[src/rtl/mc_pkg.sv]
// Shared tag-matching definitions for the multicast mask FIFO.
package mc_pkg;

  // The largest tag width the matcher handles. Narrower tags are zero-extended
  // and compared only over their own bits.
  localparam int unsigned MAX_ID_BITWIDTH = 32;

  typedef logic [MAX_ID_BITWIDTH-1:0] id_word_t;

  // The broadcast tag is all-ones over whatever tag width is in use.
  localparam id_word_t BROADCAST_TAG = '1;

  // Ones over the low 'width' bits.
  function automatic id_word_t width_mask(input int unsigned width);
    return (width >= MAX_ID_BITWIDTH) ? '1
                                      : ((id_word_t'(1) << width) - id_word_t'(1));
  endfunction

  // A tag matches when every cared-about bit equals the ID, or when it is the
  // broadcast tag. A mask bit of 1 marks that bit as don't-care.
  function automatic logic tag_match(input id_word_t tag,
                                     input id_word_t id,
                                     input id_word_t mask,
                                     input int unsigned width);
    id_word_t valid_bits;
    valid_bits = width_mask(width);
    return (((tag ^ id) & ~mask & valid_bits) == '0) ||
           ((tag & valid_bits) == (BROADCAST_TAG & valid_bits));
  endfunction

endpackage

[src/rtl/mc_sync_fifo.sv]
// Single-clock FIFO with extra-MSB pointers and a zeroed head when empty.
module mc_sync_fifo #(
  parameter int DATA_BITWIDTH = 8,
  parameter int FIFO_DEPTH    = 4
) (
  input  logic                     clk,
  input  logic                     rst,
  input  logic                     push,
  input  logic                     pop,
  input  logic [DATA_BITWIDTH-1:0] wr_data,
  output logic [DATA_BITWIDTH-1:0] rd_data,
  output logic                     full,
  output logic                     empty
);

  localparam int AW = $clog2(FIFO_DEPTH);

  logic [AW:0]              wr_ptr;
  logic [AW:0]              rd_ptr;
  logic [DATA_BITWIDTH-1:0] mem [FIFO_DEPTH];
  logic                     do_push;
  logic                     do_pop;

  assign empty   = (wr_ptr == rd_ptr);
  assign full    = (wr_ptr[AW] != rd_ptr[AW]) && (wr_ptr[AW-1:0] == rd_ptr[AW-1:0]);
  assign do_push = push && !full;
  assign do_pop  = pop && !empty;
  assign rd_data = empty ? '0 : mem[rd_ptr[AW-1:0]];

  // Pointer update; both may advance in the same cycle.
  always_ff @(posedge clk) begin
    // NOTE: sequential state uses non-blocking assignments so every register
    // samples pre-edge values regardless of statement order.
    if (rst) begin
      wr_ptr <= '0;
      rd_ptr <= '0;
    end else begin
      if (do_push) wr_ptr <= wr_ptr + 1'b1;
      if (do_pop)  rd_ptr <= rd_ptr + 1'b1;
    end
  end

  // Storage write.
  always_ff @(posedge clk) begin
    // NOTE: the storage array is deliberately not reset; the pointers define
    // which entries are live and the head is forced to zero when empty.
    if (do_push) mem[wr_ptr[AW-1:0]] <= wr_data;
  end

endmodule

[src/rtl/mc_mask_fifo.sv]
// Multicast filter: matches tags against a masked ID (or broadcast), queues
// matching words, drops the rest, and counts delivered words.
module mc_mask_fifo
  import mc_pkg::*;
#(
  parameter int DATA_BITWIDTH = 8,
  parameter int ID_BITWIDTH   = 4,
  parameter int FIFO_DEPTH    = 4,
  parameter int CNT_BITWIDTH  = 16
) (
  input  logic                     i_clk,
  input  logic                     i_rst,
  input  logic [DATA_BITWIDTH-1:0] i_data,
  input  logic [ID_BITWIDTH-1:0]   i_tag,
  input  logic                     i_valid,
  output logic                     o_ready,
  output logic [DATA_BITWIDTH-1:0] o_data,
  output logic                     o_valid,
  input  logic                     i_ready,
  input  logic [ID_BITWIDTH-1:0]   i_id,
  input  logic [ID_BITWIDTH-1:0]   i_id_mask,
  input  logic                     i_id_valid,
  output logic [ID_BITWIDTH-1:0]   o_cur_id,
  output logic [CNT_BITWIDTH-1:0]  o_match_cnt,
  output logic                     o_drop
);

  logic [ID_BITWIDTH-1:0]  id_reg;
  logic [ID_BITWIDTH-1:0]  mask_reg;
  logic [CNT_BITWIDTH-1:0] cnt_reg;
  logic                    drop_reg;
  logic                    full;
  logic                    empty;
  logic                    accept;
  logic                    match;
  logic                    pop;

  // Matching uses the registers as they stand, so a same-cycle config load
  // only affects later words.
  assign match   = tag_match(id_word_t'(i_tag), id_word_t'(id_reg),
                             id_word_t'(mask_reg), ID_BITWIDTH);
  assign o_ready = !full;
  assign accept  = i_valid && o_ready;
  assign o_valid = !empty;
  assign pop     = o_valid && i_ready;

  assign o_cur_id    = id_reg;
  assign o_match_cnt = cnt_reg;
  assign o_drop      = drop_reg;

  mc_sync_fifo #(
    .DATA_BITWIDTH (DATA_BITWIDTH),
    .FIFO_DEPTH    (FIFO_DEPTH)
  ) u_fifo (
    .clk     (i_clk),
    .rst     (i_rst),
    .push    (accept && match),
    .pop     (pop),
    .wr_data (i_data),
    .rd_data (o_data),
    .full    (full),
    .empty   (empty)
  );

  // ID/mask configuration registers.
  always_ff @(posedge i_clk) begin
    if (i_rst) begin
      id_reg   <= '0;
      mask_reg <= '0;
    end else if (i_id_valid) begin
      id_reg   <= i_id;
      mask_reg <= i_id_mask;
    end
  end

  // Drop pulse one cycle after a non-matching accept; saturating pop counter.
  always_ff @(posedge i_clk) begin
    if (i_rst) begin
      drop_reg <= 1'b0;
      cnt_reg  <= '0;
    end else begin
      drop_reg <= accept && !match;
      if (pop && (cnt_reg != '1)) cnt_reg <= cnt_reg + CNT_BITWIDTH'(1);
    end
  end

endmodule

[config.mk]
export PLATFORM = sky130hd
export DESIGN_NAME = mc_mask_fifo
export DESIGN_NICKNAME = d
export VERILOG_FILES = /design/src/rtl/mc_pkg.sv /design/src/rtl/mc_sync_fifo.sv /design/src/rtl/mc_mask_fifo.sv
export SDC_FILE = /design/constraint.sdc
export NUM_CORES = 1
export LEC_CHECK = 0
export ABC_CLOCK_PERIOD_IN_PS = 3200
export CAP_MARGIN = 20
export CORE_ASPECT_RATIO = 1.1
export CORE_MARGIN = 4
export CORE_UTILIZATION = 45
export CTS_BUF_LIST = sky130_fd_sc_hd__clkbuf_4 sky130_fd_sc_hd__clkbuf_8
export DETAILED_ROUTE_END_ITERATION = 10
export PLACE_DENSITY = 0.74
export SLEW_MARGIN = 25
export SYNTH_ARGS = -nofsm -noshare
export SYNTH_HDL_FRONTEND = slang
export SYNTH_HIERARCHICAL = 1
export SYNTH_SLANG_ARGS = --single-unit
[constraint.sdc]
create_clock -name i_clk -period 3.2 [get_ports i_clk]
set_clock_uncertainty 0.05 [all_clocks]
set_input_delay 0.48 -clock i_clk [delete_from_list [all_inputs] [get_ports i_clk]]
set_output_delay 0.48 -clock i_clk [all_outputs]
set_load 0.01 [all_outputs]
==> flow_metrics.tcl <==
set metrics [dict create \
    die_h_um 93.2 \
    cp.buffers_inverters 2 \
    hp-class "reg2reg" \
    die_w_um 85.4 \
    final_cell_mix "55 x clkdlybuf4s50_1, 33 x dfxtp_1, 32 x edfxtp_1, 19 x nor2_1, 13 x nor2b_1" \
    relSlewSlack_pct 50.6 \
    tightest_slew_ns 0.737 \
    drive_gt1_share_pct 11.1 \
    start_util_pct 47.1 \
    cpPeakStageDelay_ns 0.64 \
    layoutNonFillerInstCount 405 \
    die_area_um2 7960 \
    utilization_pct 61.4 \
    fillers 519 \
    synthXorXnorAreaFrac_pct 2.95 \
    crit_arrival_ns 2.28 \
    crit_chain "xor2_1 -> nor3_2 -> inv_1 -> clkdlybuf4s50_1" \
    maxCapViolations 0 \
    holdWs_ns 0.467 \
    crit_fanout 10 \
    drtPass1Iterations 4 \
    hold_buffers 0 \
    fin_tns_setup_ns 0 \
    grt_pass1_vias 2150 \
    synth-compound-area-share_pct 8.09 \
    htreeDepth 3 \
    cpLargestDelayFamily "simple AND/OR/NAND/NOR gates" \
    overflow 0 \
    post_cts_buffers 0 \
    rows 30 \
    wire_per_inst_um 15.0 \
    clkTransAtPathRegs_ns 0.07 \
    cts.sinks 65 \
    cp_slowest_cell "nor3_2" \
    hold_viol 0 \
    startpoint "u_fifo/rd_ptr[1]$_SDFFE_PP0P_" \
    synth_top_family_by_area "simple AND/OR/NAND/NOR gates" \
    dpl.hpwl_um 4390 \
    min_period_ns 2.81 \
    finalSetupViolCount 0 \
    max_freq_mhz 356 \
    ir_drop_mv 0.369 \
    syn2layout_area_growth_pct 30.3 \
    antenna_cells 0 \
    viasPerCell 5.48 \
    fp.coreArea_um2 6310 \
    via_count 2218 \
    layout_commonest_cell "clkdlybuf4s50_1" \
    root_buffer "clkbuf_8" \
    synth-simple-area-share_pct 18.7 \
    grt_antenna_before_repair 0 \
    io_pins 56 \
    clock_path_buffers 2 \
    worst_setup_path_end_kind "output port" \
    largest_reg_flops 32 \
    cp-start-kind "flop" \
    post_cts_resized 0 \
    synth_area_per_cell_um2 11.5 \
    power_density_nw_per_um2 569 \
    slew_viol_final 0 \
    cts_buffers 9 \
    gr-usage-all-layers_pct 16.2 \
    synth_area_um2 2970 \
    dp_cells 389 \
    synth_warnings 6 \
    grt_max_degree 21 \
    rsz0062_at_grt "no" \
    seq_area_frac_synth_pct 54.6 \
    drtIter0Drc 34 \
    synth_area_leader_cell "edfxtp_1" \
    p_leak_nw 1.30 \
    grt_pass1_wl_um 10300 \
    critical_path_class "reg2out" \
    synth_cells 258 \
    status "completed" \
    nNetsFinal 351 \
    r2r_start "u_fifo/rd_ptr[1]$_SDFFE_PP0P_" \
    clk_latency_ns 0.33 \
    wirelength_um 6080 \
    min_period_over_period_pct 87.8 \
    synthTopCellsByArea "edfxtp_1 32%, dfxtp_1 22%, mux4_2 6.1%" \
    min_from "mask_reg[3]$_SDFFE_PP0P_" \
    port_buffers 55 \
    ant_nets 0 \
    drc_errors 0 \
    synth_cell_types 42 \
    cp.required_ns 2.67 \
    synth-adder-area-share_pct 2.53 \
    syn_nets 289 \
    ys_ff_latch 65 \
    tritoncts "done" \
    gp_congestion 0.824 \
    synthMuxAreaShare_pct 10.2 \
    yosys.area.top_type_share_pct 32.4 \
]
routing by layer:
metal | track usage [%] | share of wire (%) | vias up | wire length (um)
met4 | 6.33 | 1.5 | 0 | 92
met1 | 20.9 | 44 | 1048 | 2680
met3 | 5.20 | 7.3 | 8 | 441
met2 | 25.5 | 47 | 70 | 2860
li1 | - | - | 1092 | -
met5 | 0 | 0 | - | 0
worst reg2reg max path, stage by stage, from the launching register on:
cell      delay [ns]
dfxtp_1         0.48
xor2_1          0.38
nor3_2          0.21
nand2b_1        0.20
buf_4           0.17
nor4_1          0.60
nor4bb_1        0.27
nor3_1          0.06
worst paths after layout:
kind,cells past startpoint,to,slack (ns)
max,4,o_valid,0.39
min,2,mask_reg[3]$_SDFFE_PP0P_,0.47
max reg2reg,7,o_match_cnt[14]$_SDFFE_PP0P_,0.66
min reg2reg,2,mask_reg[3]$_SDFFE_PP0P_,0.47
kinds of logic after synthesis:
group,after synthesis
AOI/OAI and AO/OA,37
xor gates and xnor gates,10
adders and majority gates,6
buffers and inverters,22
DFF,65
muxes,20
and+or+nand+nor,98
final cells by class:
cell class | instances | area, um^2 | share of cell area (%)
clock buffers | 10 | 138 | 3.56
flip-flops and latches | 65 | 1620 | 41.9
well taps | 80 | 100 | 2.59
inverters | 11 | 41.3 | 1.07
multi-input cells | 171 | 1260 | 32.6
repair buffers | 62 | 603 | 15.6
clock inverters | 6 | 105 | 2.72
synthesized netlist by cell type (all sizes together):
library cell  number
nand2b             3
nor2b             13
o31ai              3
nor3b              4
a31oi              5
o22ai              2
nor3               9
o211ai             2
nand4             10
inv               11
or2                1
nand3             10
or4                3
nor2              19
xor2               3
nor4               4
ha                 6
nor4bb             1
and3               3
edfxtp            32
mux2               3
mux4               8
mux2i              9
buf                2
o41ai              3
a21oi              8
clkbuf             9
or3                6
a211oi             3
xnor2              7
o21ai              7
dfxtp             33
and2               3
nor4b              1
a211o              2
a41oi              2
nand2              8
power breakdown:
part | internal [mW] | total [mW] | leakage [nW] | switching, mW
Clock | 0.533 | 0.833 | 0.118 | 0.299
Combinational | 0.236 | 0.418 | 0.630 | 0.183
Sequential | 0.903 | 0.952 | 0.556 | 0.0488
Total | 1.67 | 2.20 | 1.30 | 0.530
through the flow:
step / setup WS (ns) / power [mW] / cell area, um^2
6_report: 0.392 / 2.20 / 3870
5_1_grt: 0.231 / 2.30 / 3870
4_1_cts: 0.376 / 2.22 / 3870
3_5_place_dp: 0.412 / 1.39 / 3630
3_3_place_gp: 0.506 / 1.39 / 3630
2_1_floorplan: 0.816 / 1.20 / 2970
Power figures use the tool's default switching activity.
